==> config.mk <==
export PLATFORM = sky130hd
export DESIGN_NAME = leaf_stream_shim
export DESIGN_NICKNAME = d
export VERILOG_FILES = /design/src/rtl/leaf_shim_pkg.sv /design/src/rtl/leaf_skid_buf.sv /design/src/rtl/leaf_stream_shim.sv
export SDC_FILE = /design/constraint.sdc
export NUM_CORES = 1
export LEC_CHECK = 0
export CORE_MARGIN = 3
export CORE_UTILIZATION = 53
export DETAILED_ROUTE_END_ITERATION = 8
export PLACE_DENSITY = 0.86
export REMOVE_ABC_BUFFERS = 1
export SLEW_MARGIN = 30
export SYNTH_ARGS = -nofsm -noshare
export SYNTH_HDL_FRONTEND = slang
export SYNTH_HIERARCHICAL = 1
export SYNTH_SLANG_ARGS = --single-unit
==> constraint.sdc <==
create_clock -name clk -period 3.1 [get_ports clk]
set_input_delay 0.62 -clock clk [delete_from_list [all_inputs] [get_ports clk]]
set_output_delay 0.62 -clock clk [all_outputs]
set_load 0.005 [all_outputs]
==> src/rtl/leaf_shim_pkg.sv <==
// rtl/leaf_shim_pkg.sv - shared types and constants for the leaf stream shim
package leaf_shim_pkg;

   // Kernel control sequencing: wait for start, hold ap_start until ready, wait for done
   typedef enum logic [1:0] {
      IDLE  = 2'd0,
      START = 2'd1,
      RUN   = 2'd2
   } fsm_state_t;

   // Entries per skid buffer; two are enough to keep a registered ready at full rate
   localparam int SKID_DEPTH = 2;

endpackage

==> src/rtl/leaf_skid_buf.sv <==
// rtl/leaf_skid_buf.sv - two-entry skid buffer with registered upstream ready
module leaf_skid_buf
   import leaf_shim_pkg::*;
#(
   parameter int W = 32
) (
   input  logic         clk,
   input  logic         rst_n,
   input  logic [W-1:0] up_data,
   input  logic         up_valid,
   output logic         up_ready,
   output logic [W-1:0] dn_data,
   output logic         dn_valid,
   input  logic         dn_ready
);

   localparam logic [1:0] FULL = 2'(SKID_DEPTH);

   logic [W-1:0] mem [SKID_DEPTH];
   logic         wr_ptr;
   logic         rd_ptr;
   logic [1:0]   count;
   logic [1:0]   count_nxt;
   logic         push;
   logic         pop;

   assign push     = up_valid && up_ready;
   assign pop      = dn_valid && dn_ready;
   assign dn_valid = (count != 2'd0);
   assign dn_data  = mem[rd_ptr];

   // Occupancy after this cycle's transfers; push and pop together leave it unchanged
   always_comb begin
      count_nxt = count;
      if (push && !pop) begin
         count_nxt = count + 2'd1;
      end else if (!push && pop) begin
         count_nxt = count - 2'd1;
      end
   end

   // Pointers, occupancy and the registered ready, which looks ahead at the next occupancy
   always_ff @(posedge clk or negedge rst_n) begin
      if (!rst_n) begin
         count    <= 2'd0;
         wr_ptr   <= 1'b0;
         rd_ptr   <= 1'b0;
         up_ready <= 1'b0;
      end else begin
         count    <= count_nxt;
         up_ready <= (count_nxt != FULL);
         if (push) begin
            wr_ptr <= ~wr_ptr;
         end
         if (pop) begin
            rd_ptr <= ~rd_ptr;
         end
      end
   end

   // Payload storage; an entry is only written while free, so the head stays stable
   always_ff @(posedge clk) begin
      if (push) begin
         mem[wr_ptr] <= up_data;
      end
   end

endmodule

==> src/rtl/leaf_stream_shim.sv <==
// rtl/leaf_stream_shim.sv - leaf_interface/HLS kernel stream shim; BEAT_CNT_EN adds beat counters
module leaf_stream_shim
   import leaf_shim_pkg::*;
#(
   parameter int PAYLOAD_BITS = 32,
   parameter int NUM_IN       = 4,
   parameter int NUM_OUT      = 1,
   parameter int CNT_BITS     = 32
) (
   input  logic                            clk,
   input  logic                            reset_n,
   input  logic                            ap_start_if,
   input  logic [NUM_IN*PAYLOAD_BITS-1:0]  if_in_data,
   input  logic [NUM_IN-1:0]               if_in_vld,
   output logic [NUM_IN-1:0]               if_in_ack,
   output logic [NUM_IN*PAYLOAD_BITS-1:0]  usr_in_tdata,
   output logic [NUM_IN-1:0]               usr_in_tvalid,
   input  logic [NUM_IN-1:0]               usr_in_tready,
   input  logic [NUM_OUT*PAYLOAD_BITS-1:0] usr_out_tdata,
   input  logic [NUM_OUT-1:0]              usr_out_tvalid,
   output logic [NUM_OUT-1:0]              usr_out_tready,
   output logic [NUM_OUT*PAYLOAD_BITS-1:0] if_out_data,
   output logic [NUM_OUT-1:0]              if_out_vld,
   input  logic [NUM_OUT-1:0]              if_out_ack,
   output logic                            usr_ap_start,
   input  logic                            usr_ap_ready,
   input  logic                            usr_ap_done,
   output logic                            run_done,
   output logic [CNT_BITS-1:0]             run_cnt
`ifdef BEAT_CNT_EN
   ,
   output logic [NUM_IN*CNT_BITS-1:0]      in_beats,
   output logic [NUM_OUT*CNT_BITS-1:0]     out_beats
`endif
);

   logic [1:0] rst_sync;
   logic       rst_n_int;
   fsm_state_t state;

   assign rst_n_int = rst_sync[1];

   // Reset asserts immediately and releases two clocks after reset_n rises
   always_ff @(posedge clk or negedge reset_n) begin
      if (!reset_n) begin
         rst_sync <= 2'b00;
      end else begin
         rst_sync <= {rst_sync[0], 1'b1};
      end
   end

   for (genvar gi = 0; gi < NUM_IN; gi++) begin : g_in
      leaf_skid_buf #(.W(PAYLOAD_BITS)) u_skid (
         .clk      (clk),
         .rst_n    (rst_n_int),
         .up_data  (if_in_data[gi*PAYLOAD_BITS +: PAYLOAD_BITS]),
         .up_valid (if_in_vld[gi]),
         .up_ready (if_in_ack[gi]),
         .dn_data  (usr_in_tdata[gi*PAYLOAD_BITS +: PAYLOAD_BITS]),
         .dn_valid (usr_in_tvalid[gi]),
         .dn_ready (usr_in_tready[gi])
      );
   end

   for (genvar go = 0; go < NUM_OUT; go++) begin : g_out
      leaf_skid_buf #(.W(PAYLOAD_BITS)) u_skid (
         .clk      (clk),
         .rst_n    (rst_n_int),
         .up_data  (usr_out_tdata[go*PAYLOAD_BITS +: PAYLOAD_BITS]),
         .up_valid (usr_out_tvalid[go]),
         .up_ready (usr_out_tready[go]),
         .dn_data  (if_out_data[go*PAYLOAD_BITS +: PAYLOAD_BITS]),
         .dn_valid (if_out_vld[go]),
         .dn_ready (if_out_ack[go])
      );
   end

   // Kernel control: raise ap_start until ap_ready, then count the run on ap_done
   always_ff @(posedge clk or negedge rst_n_int) begin
      if (!rst_n_int) begin
         state        <= IDLE;
         usr_ap_start <= 1'b0;
         run_done     <= 1'b0;
         run_cnt      <= '0;
      end else begin
         run_done <= 1'b0;
         case (state)
            IDLE: begin
               if (ap_start_if) begin
                  state        <= START;
                  usr_ap_start <= 1'b1;
               end
            end
            START: begin
               if (usr_ap_ready) begin
                  usr_ap_start <= 1'b0;
                  if (usr_ap_done) begin
                     state    <= IDLE;
                     run_done <= 1'b1;
                     run_cnt  <= run_cnt + CNT_BITS'(1);
                  end else begin
                     state <= RUN;
                  end
               end
            end
            RUN: begin
               if (usr_ap_done) begin
                  state    <= IDLE;
                  run_done <= 1'b1;
                  run_cnt  <= run_cnt + CNT_BITS'(1);
               end
            end
            default: begin
               state        <= IDLE;
               usr_ap_start <= 1'b0;
            end
         endcase
      end
   end

`ifdef BEAT_CNT_EN
   for (genvar bi = 0; bi < NUM_IN; bi++) begin : g_in_cnt
      logic [CNT_BITS-1:0] cnt;
      // Beats accepted from leaf_interface on this input channel
      always_ff @(posedge clk or negedge rst_n_int) begin
         if (!rst_n_int) begin
            cnt <= '0;
         end else if (if_in_vld[bi] && if_in_ack[bi]) begin
            cnt <= cnt + CNT_BITS'(1);
         end
      end
      assign in_beats[bi*CNT_BITS +: CNT_BITS] = cnt;
   end

   for (genvar bo = 0; bo < NUM_OUT; bo++) begin : g_out_cnt
      logic [CNT_BITS-1:0] cnt;
      // Beats accepted from the kernel on this output channel
      always_ff @(posedge clk or negedge rst_n_int) begin
         if (!rst_n_int) begin
            cnt <= '0;
         end else if (usr_out_tvalid[bo] && usr_out_tready[bo]) begin
            cnt <= cnt + CNT_BITS'(1);
         end
      end
      assign out_beats[bo*CNT_BITS +: CNT_BITS] = cnt;
   end
`endif

endmodule

**Word level (Yosys, flattened, before mapping)**

Memories as Yosys holds them, arrays and structs flattened.
Index checks and enable logic that the tools add are counted.

- Flip-flop bits (word level): 63
- Bits in writable memories: 320
- Input port bits: 175
- Output and inout bits: 204
- Logic and storage cells: 136
- Memories: 5

- Add/subtract/negate cells: 11
- Equality and inequality tests: 10
- Muxes and demuxes: 34
- Bitwise operators: 11
- Reductions and logical operators: 40

Memory list:

| memory | words | bits a word | rd ports | clocked after memory_dff | write ports | line | RTL |
|---|---|---|---|---|---|---|---|
| g_in[0].u_skid.mem | 2 | 32 | 1 | 0 | 1 | leaf_skid_buf.sv:19 | `logic [W-1:0] mem [SKID_DEPTH];` |
| g_in[1].u_skid.mem | 2 | 32 | 1 | 0 | 1 | leaf_skid_buf.sv:19 |  |
| g_in[2].u_skid.mem | 2 | 32 | 1 | 0 | 1 | leaf_skid_buf.sv:19 |  |
| g_in[3].u_skid.mem | 2 | 32 | 1 | 0 | 1 | leaf_skid_buf.sv:19 |  |
| g_out[0].u_skid.mem | 2 | 32 | 1 | 0 | 1 | leaf_skid_buf.sv:19 |  |

Operator list:

| kind | number |
|---|---|
| 32-bit 2-to-1 mux | 2 |
| 32-bit case mux with 2 select lines | 1 |
| 32-bit by 1-bit adder with 32-bit output, second input constant | 1 |
| 2-bit 2-to-1 mux | 14 |
| 1-bit logical AND | 20 |
| 2-bit inequality test, second input constant | 8 |
| 1-bit 2-to-1 mux | 14 |
| 2-bit nonzero test | 6 |
| 1-bit NOT | 11 |
| 2-bit by 1-bit adder with 2-bit output, second input constant | 5 |
| 1-bit zero test | 10 |
| 2-bit by 1-bit subtractor with 2-bit output, second input constant | 5 |
| 2-bit case mux with 3 select lines | 1 |
| 3-bit AND reduction | 2 |
| 1-bit case mux with 3 select lines | 1 |
| 2-bit by 1-bit == test with 1-bit output, second input constant | 1 |
| 2-bit == test, second input constant | 1 |
| 2-bit zero test | 1 |
| 1-bit case mux with 2 select lines | 1 |
| 2-bit AND reduction | 1 |

**Longest topological paths before layout**

Gate-level depths: netlist of run 1.

- Depth after elaboration: 6
- Gate-level depth with buffers: 7
- Mapped depth without buffers: 6

**Hierarchy**

Netlist of run 1, hierarchy kept.

Modules (own cells, without submodules):

| module | instances | cells each | area each (um^2) | sequential area each (um^2) |
|---|---|---|---|---|
| leaf_skid_buf | 5 | 123 | 2562.5 | 2047.0 |
| leaf_stream_shim | 1 | 152 | 1765.4 | 950.9 |

**Worst setup path after synthesis of run 1**

Ideal clock, no wire load.

- Kind: input port to flip-flop
- From: in if_in_vld[0]
- To: mem g_in[0].u_skid.mem[0][0], enable pin
- Arrival time: 2.081 ns
- Required time: 2.679 ns
- Slack: 0.598 ns
- Cell stages on the path: 2
- Cell sequence: nand2_2 -> nor2_1

- Cells in the longest elaborated chain, start to end: 3

RTL lines:

| what | line | RTL |
|---|---|---|
| from (decl) | leaf_stream_shim.sv:14 | `input logic [NUM_IN-1:0] if_in_vld,` |
| 1-bit logical AND | leaf_skid_buf.sv:27 | `assign push = up_valid && up_ready;` |
| 1-bit 2-to-1 mux | leaf_skid_buf.sv:63 | `if (push) begin` |
| 1-bit 2-to-1 mux (not written as such) | leaf_skid_buf.sv:64 | `mem[wr_ptr] <= up_data;` |
| to (decl) | leaf_skid_buf.sv:19 |  |

Every way passes these cells.

**Worst setup path after layout of run 1**

- From: reg g_out[0].u_skid.rd_ptr
- To: out if_out_data[8]

- Cells in the longest elaborated chain, start to end: 1

RTL lines:

| what | line | RTL |
|---|---|---|
| from (decl) | leaf_skid_buf.sv:21 | `logic rd_ptr;` |
| from (signal assigned) | leaf_skid_buf.sv:56 | `rd_ptr <= ~rd_ptr;` |
| memory read 2 x 32 bit | -- |  |
| to (decl) | leaf_stream_shim.sv:22 | `output logic [NUM_OUT*PAYLOAD_BITS-1:0] if_out_data,` |

Every way passes these cells.

==> run metrics, run 1 <==
run status complete, no violations; pwr/cell area 875.9 mW/mm2; CP Cell Sequence buf_12 > mux2_2 > clkdlybuf4s50_1; internal power consumption 12.97 mW; total negative slack 0 ns; via count of the first global-routing pass 8614; CP bufs+invs 2; WS Path Type reg2out; clock tree skew after final layout 0.01415 ns; Bufs on Longest Clock Path 3; Post-CTS Hold Fix Bufs 0; highest ir drop seen on vdd 0.5981 mV; fmax 0.3560 GHz; detailed-routing iteration count for the pre-antenna-repair pass 4; portion of the clock cycle consumed by the worst path in the final layout 90.62%; capturing element type of the critical path primary output; P&R area growth vs syn 37.71%; final hold slack 0.2709 ns; number of slew-limit violations in the final report 0; RSZ-0062 raised after global routing no; Final HPWL DP 22400 um; fill cell instance count of the final layout 1622; level count of the clock H-tree 2; Slowest-stage cell, CP sky130_fd_sc_hd__dfrtp_1; mean number of vias per cell 5.290; Switching Power 4.614 mW; overall die height 171.8 um; leakage component of the power 7.154 nW; GRT Residual Overflow 0; residual antenna-violating net count after detailed routing 0; post-CTS setup-driven buffer insertion count 0; gr usage total 20.91%; share of final-layout standard cells stronger than drive strength 1 22.20%; signal arrival time at the worst endpoint 2.19 ns; largest net degree at the start of global routing 34; share of flip-flops with an asynchronous set or reset after synthesis 16.45%; Post-Syn Area per Cell 19.01 um2; average wire per cell in the routed design 20.91 um; most common cell in the synthesized netlist sky130_fd_sc_hd__edfxtp_1; final core utilization 74.28%; share of the synthesized area in the top cell type 65.92%; proportion of synthesized chip area in sequential cells 76.73%; Synth warnings 6; launching element type of the critical path flop; Max-slew headroom 53.35%; fraction of power spent switching nets 26.24%; post-cts resize count 0; DIE AREA 0.02953 mm2; Clk pin slew, worst setup/hold paths 0.06 ns; clock share of power 26.6%; Final Critical Period 2.809 ns; clk_lat worst skew 0.52 ns; post-synthesis register bit count 383; number of violations reported at the end of detailed-routing iteration 0 538; most area-consuming cells after synthesis sky130_fd_sc_hd__edfxtp_1 (66%), sky130_fd_sc_hd__mux2_2 (13%), sky130_fd_sc_hd__dfrtp_1 (11%); main flop type after synthesis sky130_fd_sc_hd__edfxtp_1; data required time at the worst endpoint 2.48 ns; final layout net count 1363; number of synthesized flops with an enable pin 320; critical path peak fanout 25; GP Congestion 0.7626; number of unique standard cell types used by synthesis 36; worst slack at placement 0.6199 ns; maximum single-stage delay on the critical path 0.59 ns; cell taking the most area after synthesis sky130_fd_sc_hd__edfxtp_1; clock root buffer master sky130_fd_sc_hd__clkbuf_16; initial antenna violation count 2; most common library cells after synthesis sky130_fd_sc_hd__edfxtp_1 (320), sky130_fd_sc_hd__mux2_2 (166), sky130_fd_sc_hd__dfrtp_1 (63); max capacitance violation total 0; boundary pin count 379; port bufs 378; setup-violating endpoint count in the final report 0; CTS tree built; Vias 8199; sequential share of power 41.1%; power consumption 17.58 mW; final critical-path setup slack 0.2907 ns; x dimension of the die 171.8 um; post-synthesis cell area 0.01458 mm2; actual transition at the worst max-transition pin 0.6998 ns; initial core utilization 53.94%; number of cells produced by synthesis 767; Hold Path Class in2async; wire length of the first global-routing pass 47310 um; Total Wirelength 32410 um; combinational power share 32.3%; number of buffers added by the clock tree synthesis step 39; Hold Vio Cnt, Final 0; clock sinks 383; placeable core region 0.02703 mm2; floorplan row count 60; Top Family by Delay on Critical Path buffers and inverters; remaining design rule violation count 0
final timing paths:
kind,startpoint,to,slack (ns),cells after the start
setup / recovery,g_out[0].u_skid/rd_ptr$_DFFE_PN0P_,if_out_data[8],0.29,3
hold / removal,reset_n,rst_sync[1]$_DFF_PN0_,0.27,1
setup reg to reg,state[1]$_DFFE_PN0P_,run_cnt[29]$_DFFE_PN0P_,1.08,6
hold reg to reg,rst_sync[1]$_DFF_PN0_,state[1]$_DFFE_PN0P_,0.31,0
max in group asynchronous,rst_sync[1]$_DFF_PN0_,g_in[0].u_skid/rd_ptr$_DFFE_PN0P_,1.91,1
min in group clk,rst_sync[0]$_DFF_PN0_,rst_sync[1]$_DFF_PN0_,0.37,0
power groups by stage:
stage                     sequential [mW]  combinational [mW]  clock, mW
after floorplan                      7.50                2.38          0
after global placement               7.25                5.55          0
after detailed placement             7.33                5.68          0
after CTS                            7.24                5.75       4.78
after global routing                 7.33                6.07       4.99
final                                7.23                5.68       4.67
routing by layer:
metal / wire length, um / GRT usage [%] / up-vias
met2: 17050 / 37.67 / 301
met1: 11600 / 23.41 / 4065
met3: 2196 / 4.964 / 92
met5: 0 / 0 / -
met4: 1558 / 10.03 / 0
li1: - / - / 3741
state kept, by name, summed over array words and instances (netlist names), 2 cells and up:
signal / flops
rst_sync: 2
g_in.u_skid/rd_ptr: 4
state: 2
g_out.u_skid/mem: 64
run_cnt: 32
g_out.u_skid/count: 2
g_in.u_skid/up_ready: 4
g_in.u_skid/count: 8
g_in.u_skid/wr_ptr: 4
g_in.u_skid/mem: 256
area by class of cell:
type / instances / area, um2 / area share (%)
Clock inverter: 23 / 281.5 / 1.402
Sequential cell: 383 / 11190 / 55.73
Tap cell: 341 / 426.7 / 2.125
Antenna cell: 2 / 5.005 / 0.02493
Inverter: 20 / 75.07 / 0.3740
Clock buffer: 46 / 1002 / 4.993
Timing Repair Buffer: 396 / 3931 / 19.58
Multi-Input combinational cell: 339 / 3166 / 15.77
per-stage QoR:
step	std cells	cell area (um2)
floorplan	742	14410
global placement	1479	18790
detailed placement	1479	18790
CTS	1548	20070
global route	1550	20070
finish	1550	20070
layout by cell type (no fill, tap or decap), drive strengths merged, types with 2 or more instances in the layout:
cell           count
clkdlybuf4s50    378
edfxtp           320
mux2             166
dfrtp             63
xnor2             49
clkbuf            46
nand2             24
inv               23
buf               18
nand4             15
nand3             14
a21oi             12
and3              11
clkinv            11
ha                 9
nor2               8
bufinv             6
nand2b             5
nor3b              5
and2               4
clkinvlp           3
nor3               3
and4               3
diode              2
xor2               2
o21ai              2
kinds of logic after synthesis:
logic type                 after synthesis  synth area share, %
and+or+nand+nor                         94                3.983
buffers and inverters                   45                1.639
adders and majority gates                9               0.7725
DFF                                    383                76.73
other                                    1              0.02572
muxes                                  167                12.89
xor gates and xnor gates                51                3.322
AOI/OAI and AO/OA                       17               0.6352
Note: power is estimated with default switching activity, not from simulation.
==> inputs of run 2 (changes only) <==
SKIP_CTS_REPAIR_TIMING = 1   (was default)
==> results of run 2 <==
Same layout as run 1: the final DEF is identical, and so are final timing and power.
